[src/rtl/cart_pkg.sv]
// Shared loader states and iNES format constants.
package cart_pkg;

  typedef enum logic [2:0] {
    HEADER,
    CHECK,
    TRAINER,
    PRG,
    CHR,
    DONE,
    ERROR
  } ld_state_t;

  localparam logic [31:0] INES_MAGIC  = 32'h1A53454E;  // "NES\x1A", byte 0 in bits [7:0]
  localparam int          PRG_UNIT    = 16384;
  localparam int          CHR_UNIT    = 8192;
  localparam int          TRAINER_LEN = 512;

endpackage

[src/rtl/pow2_mask.sv]
// Combinational smear-right: turns (size - 1) into the power-of-two address mask covering size.
module pow2_mask #(
  parameter int W = 8
) (
  input  logic [W-1:0] size_m1,
  output logic [W-1:0] mask
);

  // Bit gi of the mask is set when any bit at or above gi is set in size-1.
  for (genvar gi = 0; gi < W; gi++) begin : g_smear
    assign mask[gi] = |size_m1[W-1:gi];
  end

endmodule

[src/rtl/ines_cart_loader.sv]
// iNES image loader: captures the 16-byte header, validates it, skips an optional trainer,
// streams PRG then CHR bytes into cart memory and publishes the mapper configuration.
module ines_cart_loader
  import cart_pkg::*;
#(
  parameter int  PRG_ROM_DEPTH = 17,
  parameter int  CHR_ROM_DEPTH = 15,
  parameter int  PRG_RAM_DEPTH = 13,
  localparam int ADDR_W = (PRG_ROM_DEPTH > CHR_ROM_DEPTH) ? PRG_ROM_DEPTH : CHR_ROM_DEPTH,
  localparam int CNT_W  = ADDR_W + 1
) (
  input  logic                     clk_cpu,
  input  logic                     rst,
  input  logic [7:0]               in_data,
  input  logic                     in_valid,
  output logic                     in_ready,
  output logic                     wr_en,
  input  logic                     wr_ready,
  output logic                     wr_chr,
  output logic [ADDR_W-1:0]        wr_addr,
  output logic [7:0]               wr_data,
  output logic [PRG_ROM_DEPTH-1:0] prg_mask,
  output logic [CHR_ROM_DEPTH-1:0] chr_mask,
  output logic [PRG_RAM_DEPTH-1:0] prgram_mask,
  output logic                     mirrorv,
  output logic                     chr_ram,
  output logic                     prg_ram,
  output logic [7:0]               mapper_id,
  output logic                     cart_rst,
  output logic                     done,
  output logic                     error
);

  ld_state_t state_reg, state_next;
  logic [CNT_W-1:0] count_reg;

  // Decoded header fields (only the bits the loader and mapper care about)
  logic [31:0] magic_reg;
  logic [7:0]  prg_units_reg, chr_units_reg;
  logic        mirror_bit_reg, prgram_bit_reg, trainer_bit_reg;
  logic [3:0]  mapper_lo_reg, mapper_hi_reg;

  logic [31:0]              prg_bytes, chr_bytes;
  logic                     fault;
  logic [PRG_ROM_DEPTH-1:0] prg_size_m1, prg_mask_calc;
  logic [CHR_ROM_DEPTH-1:0] chr_size_m1, chr_mask_calc;
  logic [CNT_W-1:0]         prg_total, chr_total, xfer_total;
  logic                     wr_fire, last_write, room, slot_free, accept;

  assign prg_bytes = 32'(prg_units_reg) * 32'(PRG_UNIT);
  assign chr_bytes = 32'(chr_units_reg) * 32'(CHR_UNIT);
  assign fault = (magic_reg != INES_MAGIC) || (prg_units_reg == 8'd0) ||
                 (prg_bytes > (32'd1 << PRG_ROM_DEPTH)) ||
                 (chr_bytes > (32'd1 << CHR_ROM_DEPTH));

  // Sizes are bounded by the depth check, so size-1 always fits the mask width.
  assign prg_size_m1 = PRG_ROM_DEPTH'(prg_bytes - 32'd1);
  assign chr_size_m1 = CHR_ROM_DEPTH'(chr_bytes - 32'd1);

  pow2_mask #(.W(PRG_ROM_DEPTH)) u_prg_mask (.size_m1(prg_size_m1), .mask(prg_mask_calc));
  pow2_mask #(.W(CHR_ROM_DEPTH)) u_chr_mask (.size_m1(chr_size_m1), .mask(chr_mask_calc));

  assign prg_total  = CNT_W'(prg_bytes);
  assign chr_total  = CNT_W'(chr_bytes);
  assign xfer_total = (state_reg == CHR) ? chr_total : prg_total;

  // count_reg numbers bytes accepted; wr_addr names the write still outstanding.
  assign wr_fire    = wr_en && wr_ready;
  assign last_write = wr_fire && ({1'b0, wr_addr} == (xfer_total - CNT_W'(1)));
  assign room       = count_reg < xfer_total;
  assign slot_free  = !wr_en || wr_ready;
  assign accept     = in_valid && in_ready;

  assign cart_rst = (state_reg != DONE);
  assign done     = (state_reg == DONE);
  assign error    = (state_reg == ERROR);

  // State register
  always_ff @(posedge clk_cpu) begin
    if (rst) state_reg <= HEADER;
    else     state_reg <= state_next;
  end

  // Next-state and input handshake
  always_comb begin
    state_next = state_reg;
    in_ready   = 1'b0;
    case (state_reg)
      HEADER: begin
        in_ready = 1'b1;
        if (in_valid && count_reg == CNT_W'(15)) state_next = CHECK;
      end
      CHECK: state_next = fault ? ERROR : (trainer_bit_reg ? TRAINER : PRG);
      TRAINER: begin
        in_ready = 1'b1;
        if (in_valid && count_reg == CNT_W'(TRAINER_LEN - 1)) state_next = PRG;
      end
      PRG, CHR: begin
        in_ready = room && slot_free;
        if (last_write)
          state_next = (state_reg == PRG && chr_units_reg != 8'd0) ? CHR : DONE;
      end
      DONE, ERROR: in_ready = 1'b1;
      default: state_next = HEADER;
    endcase
  end

  // Header capture, counters, write skid register and config latch
  always_ff @(posedge clk_cpu) begin
    if (rst) begin
      count_reg       <= '0;
      wr_en           <= 1'b0;
      wr_chr          <= 1'b0;
      wr_addr         <= '0;
      wr_data         <= '0;
      magic_reg       <= '0;
      prg_units_reg   <= '0;
      chr_units_reg   <= '0;
      mirror_bit_reg  <= 1'b0;
      prgram_bit_reg  <= 1'b0;
      trainer_bit_reg <= 1'b0;
      mapper_lo_reg   <= '0;
      mapper_hi_reg   <= '0;
      prg_mask        <= '0;
      chr_mask        <= '0;
      prgram_mask     <= '0;
      mirrorv         <= 1'b0;
      chr_ram         <= 1'b0;
      prg_ram         <= 1'b0;
      mapper_id       <= '0;
    end else begin
      if (wr_fire) wr_en <= 1'b0;
      case (state_reg)
        HEADER: if (in_valid) begin
          case (count_reg[3:0])
            4'd0: magic_reg[7:0]   <= in_data;
            4'd1: magic_reg[15:8]  <= in_data;
            4'd2: magic_reg[23:16] <= in_data;
            4'd3: magic_reg[31:24] <= in_data;
            4'd4: prg_units_reg    <= in_data;
            4'd5: chr_units_reg    <= in_data;
            4'd6: begin
              mapper_lo_reg   <= in_data[7:4];
              trainer_bit_reg <= in_data[2];
              prgram_bit_reg  <= in_data[1];
              mirror_bit_reg  <= in_data[0];
            end
            4'd7: mapper_hi_reg <= in_data[7:4];
            default: ;
          endcase
          count_reg <= (count_reg == CNT_W'(15)) ? '0 : count_reg + CNT_W'(1);
        end
        CHECK: if (!fault) begin
          prg_mask    <= prg_mask_calc;
          chr_mask    <= (chr_units_reg == 8'd0) ? '1 : chr_mask_calc;
          prgram_mask <= '1;
          mirrorv     <= mirror_bit_reg;
          chr_ram     <= (chr_units_reg == 8'd0);
          prg_ram     <= prgram_bit_reg;
          mapper_id   <= {mapper_hi_reg, mapper_lo_reg};
        end
        TRAINER: if (in_valid)
          count_reg <= (count_reg == CNT_W'(TRAINER_LEN - 1)) ? '0 : count_reg + CNT_W'(1);
        PRG, CHR: begin
          if (accept) begin
            wr_en     <= 1'b1;
            wr_addr   <= ADDR_W'(count_reg);
            wr_data   <= in_data;
            wr_chr    <= (state_reg == CHR);
            count_reg <= count_reg + CNT_W'(1);
          end
          // No byte can be accepted in the cycle PRG finishes (room is exhausted).
          if (last_write && state_reg == PRG) count_reg <= '0;
        end
        default: ;
      endcase
    end
  end

endmodule

[config.mk]
export PLATFORM = sky130hd
export DESIGN_NAME = ines_cart_loader
export DESIGN_NICKNAME = d
export VERILOG_FILES = /design/src/rtl/cart_pkg.sv /design/src/rtl/pow2_mask.sv /design/src/rtl/ines_cart_loader.sv
export SDC_FILE = /design/constraint.sdc
export NUM_CORES = 1
export LEC_CHECK = 0
export BUFFER_PORTS_ARGS = -buffer_cell sky130_fd_sc_hd__buf_2
export CAP_MARGIN = 20
export CORE_MARGIN = 2
export CORE_UTILIZATION = 45
export CTS_CLUSTER_SIZE = 10
export DETAILED_ROUTE_END_ITERATION = 10
export PLACE_DENSITY_LB_ADDON = 0.3
export SKIP_LAST_GASP = 1
export SYNTH_ARGS = -nofsm -noshare
export SYNTH_HDL_FRONTEND = slang
export SYNTH_HIERARCHICAL = 1
export SYNTH_SLANG_ARGS = --single-unit
export TNS_END_PERCENT = 10
[constraint.sdc]
create_clock -name clk_cpu -period 5.97 [get_ports clk_cpu]
set_input_delay 0.597 -clock clk_cpu [delete_from_list [all_inputs] [get_ports clk_cpu]]
set_output_delay 0.597 -clock clk_cpu [all_outputs]
set_load 0.005 [all_outputs]
# After elaboration in Yosys (flattened, before gate mapping)
# Cells that the tools add are included.
totals:
  in_bits: 12
  reg_bits: 151
  word_cells: 141
op_classes:
  add_sub_neg: 4
  n_eq_ne: 24
  n_reduce_logical: 64
  bitwise: 2
  muxes: 20
  magnitude_cmp: 3
ops:
  columns: ["cell", "count"]
  rows:
  - ["two-way mux 18 bit", 7]
  - ["case mux 18 bit (3 select lines)", 1]
  - ["!= test 32 x 29 -> 1 bit (second input constant)", 1]
  - ["OR reduction 15 bit", 2]
  - ["OR reduction 14 bit", 2]
  - ["OR reduction 13 bit", 2]
  - ["AND reduction 3 bit", 8]
  - ["OR reduction 12 bit", 2]
  - ["> comparator 22 x 18 -> 1 bit (second input constant)", 1]
  - ["OR reduction 11 bit", 2]
  - ["> comparator 21 x 16 -> 1 bit (second input constant)", 1]
  - ["OR reduction 10 bit", 2]
  - ["adder 18 x 1 -> 18 bit (second input constant)", 1]
  - ["== test 17 x 18 -> 1 bit", 1]
  - ["== test 18 x 4 -> 1 bit (second input constant)", 1]
  - ["== test 18 x 9 -> 1 bit (second input constant)", 1]
  - ["< comparator 18 bit", 1]
  - ["OR reduction 9 bit", 2]
  - ["subtractor 18 x 1 -> 18 bit (second input constant)", 1]
  - ["OR reduction 17 bit", 1]
  - ["subtractor 17 x 1 -> 17 bit (second input constant)", 1]
  - ["== test 4 x 3 -> 1 bit (second input constant)", 4]
  - ["zero test 8 bit", 2]
  - ["OR reduction 16 bit", 1]
  - ["30 further kinds", 69]

# Longest topological paths before layout
# Gate-level depths: netlist of the first run.
logic_depth:
  word_depth: 9
  depth_mapped: 11
  mapped_depth_nobuf: 8

# Hierarchy
# The synthesis of the first run kept the hierarchy.
modules_own_cells:
  columns: ["mod", "cells_each", "instances", "area_per_inst_um2"]
  rows:
  - ["ines_cart_loader", 809, 1, 6842.8]
  - ["pow2_mask at u_prg_mask", 28, 1, 181.4]
  - ["pow2_mask at u_chr_mask", 20, 1, 131.4]

# Worst setup path before layout of the first run
# No wires, ideal clock.
synth_path:
  kind: "reg2reg"
  startpoint: "reg state_reg[2]"
  endpoint: "reg wr_chr"
  path_buffers: 4
  period_less_slack_ns: 2.739
  arrival_ns: 2.612
  path_stages_with_launch: 12
  path_slack_ns: 3.231
  path_cell_list: "dfxtp_1 -> buf_4 -> or3b_1 -> buf_2 -> mux2i_1 -> ha_1 -> or4b_1 -> buf_2 -> nor2_4 -> buf_2 -> mux2i_1 -> nor2_1"
synth_via:
  elab_chain_cells: 7
  word_cells_on_any_way: 14
synth_lines:
  columns: ["item", "line", "text"]
  rows:
  - ["start: declaration", "ines_cart_loader.sv:34", "ld_state_t state_reg, state_next;"]
  - ["start signal: assignment", "ines_cart_loader.sv:81", "else state_reg <= state_next;"]
  - ["== test 3 bit", null, null]
  - ["two-way mux 18 bit", "ines_cart_loader.sv:65", "assign xfer_total = (state_reg == CHR) ? chr_total : prg_total;"]
  - ["< comparator 18 bit", "ines_cart_loader.sv:70", "assign room = count_reg < xfer_total;"]
  - ["logical AND 1 bit", "ines_cart_loader.sv:99", "in_ready = room && slot_free;"]
  - ["case mux 1 bit (2 select lines)", "ines_cart_loader.sv:88", "case (state_reg)"]
  - ["logical AND 1 bit", "ines_cart_loader.sv:72", "assign accept = in_valid && in_ready;"]
  - ["AND reduction 2 bit (no source line)", null, null]
  - ["end signal: assignment", "ines_cart_loader.sv:169", "wr_chr <= (state_reg == CHR);"]
  - ["end: declaration", "ines_cart_loader.sv:19", "output logic wr_chr,"]
# Parallel ways exist; a longest one is shown, timed or not.
# A chain may end at the register's enable or synchronous reset.

# Worst setup path after layout of the first run
layout_path:
  startpoint: "reg state_reg[2]"
  endpoint: "out in_ready"
layout_via:
  elab_chain_cells: 5
  word_cells_on_any_way: 12
layout_lines:
  columns: ["item", "line", "text"]
  rows:
  - ["== test 3 bit", "ines_cart_loader.sv:65, ines_cart_loader.sv:88", null]
  - ["two-way mux 18 bit", "ines_cart_loader.sv:65", null]
  - ["< comparator 18 bit", "ines_cart_loader.sv:70", null]
  - ["logical AND 1 bit", "ines_cart_loader.sv:99", null]
  - ["case mux 1 bit (2 select lines) *", "ines_cart_loader.sv:88", null]
  - ["end: declaration", "ines_cart_loader.sv:16", "output logic in_ready,"]
# Every way passes the cells marked *; elsewhere a longest branch is shown, timed or not.

==> results of run 1 <==
## worst paths after layout
kind	from	endpoint	slack [ns]	cells after the start
max	state_reg[2]	in_ready	2.17	6
min	prg_mask[5]	prg_mask[5]	0.45	2
max reg2reg	state_reg[2]	count_reg[8]	2.48	8
min reg2reg	prg_mask[5]	prg_mask[5]	0.45	2
## cell usage after synthesis, types with 3 or more instances
cell      count
nor3_1       40
o21ai_0      19
xnor2_1       3
dfxtp_1     151
ha_1          7
a21oi_1      64
inv_1        22
nand3b_1      3
buf_4        17
clkbuf_1     53
or2_2         6
o22ai_1      10
nor2_1       95
or4_1         4
a211oi_1      3
a32o_1        9
nor3b_1       4
nor2b_1       7
o211ai_1      5
mux2i_1      60
buf_2         8
a22oi_1       5
and2_1        6
o21ai_1       3
or3_1        12
nand4_1      14
nor4b_1       5
a31oi_1       4
nor3_2        4
nand2_1     115
nand3_1      28
o32ai_1       7
nor4_1       12
buf_6         3
## layer usage
metal / wire length [um] / vias up / track usage (%) / part of all wire, %
li1: - / 3137 / - / -
met1: 8550 / 2958 / 31.0 / 48
met2: 8140 / 188 / 33.8 / 45
met3: 1070 / 19 / 4.96 / 5.9
met4: 222 / 0 / 6.14 / 1.2
met5: 0 / - / 0 / 0
## cells by family after synthesis
group,share of synthesized area (%)
compound gates,12.6
xor+xnor,1.24
fa+ha+maj,1.50
buf+inv,6.80
flops,42.2
mux,8.39
other cells,0.0524
simple gates,27.1
## area by class of cell
class	count	area [um^2]
fillers	1551	7350
multi-input cells	658	3860
flip-flops and latches	151	3020
repair buffers	105	546
clock buffers	19	433
well taps	216	270
clock inverters	13	146
inverters	23	86.3
## where the power goes
group | leakage, nW | total, W | internal, W | switching, W
clock network | 0.272 | 0.00107 | 0.000620 | 0.000445
registers | 1.22 | 0.00102 | 0.00102 | 0.00000641
logic | 1.70 | 0.0000835 | 0.0000243 | 0.0000591
total | 3.19 | 0.00217 | 0.00166 | 0.000510
## worst max-delay path, delay by kind of cell, from the launching register on
kind	cells	cell delay, ns
buf+inv	2	0.43
simple gates	1	0.70
compound gates	3	1.12
flops	1	0.52
## stage by stage
step / hold slack [ns] / instances / utilization, % / worst slack [ns] / total power, W
3_3_place_gp: 0.436 / 1153 / 49.6 / 2.59 / 0.00113
3_5_place_dp: 0.443 / 1153 / 49.6 / 2.52 / 0.00113
4_1_cts: 0.450 / 1185 / 53.2 / 2.19 / 0.00219
5_1_grt: 0.462 / 1185 / 53.2 / 1.99 / 0.00224
6_report: 0.446 / 1185 / 53.2 / 2.17 / 0.00217
2_1_floorplan: 0.436 / 913 / - / 3.23 / 0.00111
==> impl_metrics.py, run 1 <==
metrics = {
    "outcome": {
        "status": "completed",
    },
    "pwr": {
        "powerDensity_mw_per_mm2": 260,
        "peakVddDrop_mv": 0.261,
        "p_leak_nw": 3.19,
    },
    "clock_tree": {
        "cts_buffers": 17,
        "post_cts_resized": 0,
        "cts_setup_buffers": 0,
        "cts_root_buffer": "clkbuf_16",
        "cts_num_sinks": 151,
        "path_clk_slew_ns": 0.06,
        "postCtsHoldBufs": 0,
        "cts_tree": "yes",
        "clockBufferDepth": 2,
        "clock_latency_ns": 0.43,
        "h-tree-depth": 4,
    },
    "timing": {
        "tns_ns": 0,
        "post-route-period-util_pct": 63.6,
        "slew_viol_final": 0,
        "fmax_mhz": 263,
        "hold_violations": 0,
        "rsz0062_at_grt": "false",
        "skew_ns": 0.0107,
        "relSlewSlack_pct": 32.2,
        "setup_violations": 0,
        "tightest_slew_ns": 1.02,
        "min_period_ns": 3.80,
    },
    "floorplan": {
        "die_h_um": 130,
        "fp.dieArea_mm2": 0.0169,
        "ios": 99,
        "row_count": 46,
        "start_util_pct": 45.5,
        "core-area_mm2": 0.0157,
        "dieWidth_um": 130,
    },
    "critical_path": {
        "slowest_stage": "nor3b_2",
        "cp_data_arrival_time_ns": 3.20,
        "start_kind": "register",
        "critPathMaxStageDelay_ns": 0.70,
        "path_cells": "nor3b_2 > a31oi_1 > o311a_1 > buf_4 > o41ai_1 > buf_2",
        "endpoint_kind": "output pin",
        "crit_required_ns": 5.37,
        "criticalPathCategory": "register to output pin",
        "path_max_fanout": 21,
    },
    "synthesis": {
        "ys_types": 70,
        "asyncSetResetFlopFracSynth_pct": 0,
        "yosysTopAreaCell": "dfxtp_1",
        "synth_area_mm2": 0.00716,
        "synthCells": 857,
        "synthDominantCellAreaShare_pct": 42.2,
        "ys.flop_type": "dfxtp_1",
        "avgSynthCellArea_um2": 8.35,
        "synth_edf_count": 0,
        "synth_seq_area_share_pct": 42.2,
        "synth_area_leaders": "dfxtp_1 (42%), mux2i_1 (8.4%), nand2_1 (6.0%), nor2_1 (5.0%), a21oi_1 (4.5%)",
        "yosysWarnings": 6,
        "ys_seq_elements": 151,
    },
    "layout": {
        "drive_above_1_share_pct": 16.3,
        "fin_area_mm2": 0.00837,
        "final_cell_mix": "dfxtp_1 (151), nand2_1 (115), buf_2 (97)",
        "fin_nets": 975,
        "n_antenna_cell": 0,
        "syn_to_final_growth_pct": 16.9,
        "largest_reg_flops": 32,
        "layout_commonest_cell": "dfxtp_1",
    },
    "placement": {
        "port_buffers": 98,
        "gp_congestion": 0.914,
        "place_area_mm2": 0.00779,
        "hpwl_um": 11800,
    },
    "route": {
        "first_pass_iters": 5,
        "via_per_inst": 5.32,
        "post_drt_wl_per_cell_um": 15.2,
        "drt_wl_total_um": 18000,
        "drt_first_iter_violations": 490,
        "vias": 6302,
        "drc_errors": 0,
        "ant_nets": 0,
    },
    "global_route": {
        "first_global_vias": 5659,
        "grt_max_degree": 100,
        "overflow": 0,
        "grt_usage_pct": 21.9,
        "grt_pass1_wl_um": 29100,
        "antenna_found_initial": 0,
    },
    "job": {
        "cap_violations": 0,
    },
    "hold_path": {
        "min_path_type": "register to register",
    },
}
Note: power is estimated with default switching activity, not from simulation.
==> inputs of run 2 (changes only) <==
==> constraint.sdc (replaced) <==
create_clock -name clk_cpu -period 3.4 [get_ports clk_cpu]
set_input_delay 0.34 -clock clk_cpu [delete_from_list [all_inputs] [get_ports clk_cpu]]
set_output_delay 0.34 -clock clk_cpu [all_outputs]
set_load 0.005 [all_outputs]
==> impl_metrics.py, run 2 (synthesized netlist as in run 1, its figures left out) <==
metrics = {
    "outcome": {
        "status": "completed",
    },
    "critical_path": {
        "critPathMaxStageDelay_ns": 0.53,
        "cp_data_arrival_time_ns": 2.60,
        "crit_path_start": "state_reg[0]",
        "r2r_start": "state_reg[0]",
        "criticalPathCategory": "register to output pin",
        "slowest_stage": "or3b_1",
        "path_max_fanout": 8,
        "start_kind": "register",
        "crit_required_ns": 3.06,
        "endpoint_kind": "output pin",
        "path_cells": "or3b_1 > mux2i_1 > ha_1 > o311a_1 > o41ai_1 > buf_2",
    },
    "floorplan": {
        "ios": 99,
        "dieWidth_um": 130,
        "row_count": 46,
        "fp.dieArea_mm2": 0.0169,
        "start_util_pct": 45.5,
        "die_h_um": 130,
        "core-area_mm2": 0.0157,
    },
    "pwr": {
        "switching_share_pct": 22.9,
        "peakVddDrop_mv": 0.352,
        "p_leak_nw": 3.26,
        "p_int_w": 0.00291,
        "seq_power_share_pct": 47.7,
        "p_switching_w": 0.000863,
        "comb_power_share_pct": 4.0,
        "clock_power_share_pct": 48.3,
        "powerDensity_mw_per_mm2": 446,
    },
    "layout": {
        "fillers": 1509,
        "syn_to_final_growth_pct": 18.3,
        "fin_nets": 987,
        "multi_input_area_mm2": 0.00386,
        "n_antenna_cell": 0,
        "final_cell_mix": "dfxtp_1 (151), nand2_1 (115), buf_2 (97)",
        "largest_reg_flops": 32,
        "regArea_mm2": 0.00302,
        "drive_above_1_share_pct": 17.2,
        "layout_commonest_cell": "dfxtp_1",
        "fin_cells": 1195,
    },
    "timing": {
        "fmax_mhz": 340,
        "slew_viol_final": 0,
        "rsz0062_at_grt": "false",
        "fin_ws_ns": 0.459,
        "hold_violations": 0,
        "setup_violations": 0,
        "skew_ns": 0.0112,
        "tightest_slew_ns": 0.731,
        "min_period_ns": 2.94,
        "relSlewSlack_pct": 51.1,
        "tns_ns": 0,
        "post-route-period-util_pct": 86.5,
    },
    "hold_path": {
        "holdCritStartpoint": "in_data[1]",
        "min_path_type": "input pin to register",
    },
    "clock_tree": {
        "clock_latency_ns": 0.43,
        "cts_root_buffer": "clkbuf_16",
        "cts_num_sinks": 151,
        "cts_tree": "yes",
        "clockBufferDepth": 2,
        "h-tree-depth": 4,
        "postCtsHoldBufs": 0,
        "cts_buffers": 17,
        "path_clk_slew_ns": 0.06,
        "post_cts_resized": 0,
        "cts_setup_buffers": 0,
    },
    "global_route": {
        "grt_max_degree": 108,
        "grt_pass1_wl_um": 29200,
        "grt_usage_pct": 22.1,
        "first_global_vias": 5618,
        "met1_usage_pct": 31.0,
        "grtUsageMet2_pct": 33.8,
        "overflow": 0,
        "antenna_found_initial": 0,
        "use_met3_pct": 5.13,
        "busiest_layer": "met2",
    },
    "route": {
        "via_per_inst": 5.25,
        "ant_nets": 0,
        "drt_wl_total_um": 18300,
        "drt_first_iter_violations": 463,
        "post_drt_wl_per_cell_um": 15.3,
        "drc_errors": 0,
        "vias": 6276,
        "first_pass_iters": 5,
    },
    "placement": {
        "gp_congestion": 0.857,
        "post-place-ws_ns": 0.549,
        "hpwl_um": 12200,
        "port_buffers": 98,
        "place_inst": 1165,
    },
    "job": {
        "cap_violations": 0,
    },
}
[run 2: cell count changes in the layout (fill, tap and decap cells not counted), sizes merged]
cell	previous run	this run
clkinv	4	6
inv	26	25
buf	105	117
clkinvlp	4	1
[run 2: critical path, delay by kind of cell (launching register included)]
family,cells,cell delay [ns]
AO/OA/AOI/OAI,2,0.59
adder cells (fa/ha/maj),1,0.26
AND/OR/NAND/NOR,1,0.53
flip-flops,1,0.38
buffers and inverters,1,0.19
multiplexers,1,0.23
[run 2: path summary, 6_finish.rpt]
check | slack [ns] | cells past startpoint | end
worst max register to register | 0.48 | 8 | count_reg[3]
worst min-delay path | 0.27 | 3 | prgram_bit_reg
worst max-delay path | 0.46 | 6 | in_ready
worst min register to register | 0.44 | 2 | prg_mask[9]
[run 2: cell type report]
cell class	count	area share [%]
Timing Repair Buffer	117	7.81
Sequential cell	151	35.7
Clock inverter	11	1.49
Inverter	23	1.02
Tap cell	216	3.19
Clock buffer	19	5.12
Multi-Input combinational cell	658	45.6
[run 2: power by group through the flow]
stage / Combinational [W] / Clock [W] / Sequential (W)
after floorplan: 0.000112 / 0 / 0.00183
after CTS: 0.000150 / 0.00185 / 0.00180
after global routing: 0.000167 / 0.00193 / 0.00180
final: 0.000151 / 0.00182 / 0.00180
after global placement: 0.000148 / 0 / 0.00184
after detailed placement: 0.000149 / 0 / 0.00184
[run 2: through the flow]
step	power [W]	hold slack, ns	area, um^2	util (%)
3_5_place_dp	0.00199	0.440	7900	50.3
4_1_cts	0.00380	0.265	8460	53.9
3_3_place_gp	0.00198	0.436	7900	50.3
2_1_floorplan	0.00195	0.436	7370	-
5_1_grt	0.00390	0.277	8460	53.9
6_report	0.00377	0.272	8460	53.9
[run 2: metal layers]
layer	vias up	part of all wire, %
met1	2869	48
met5	-	0
met2	215	44
li1	3163	-
met3	29	6.4
met4	0	1.7
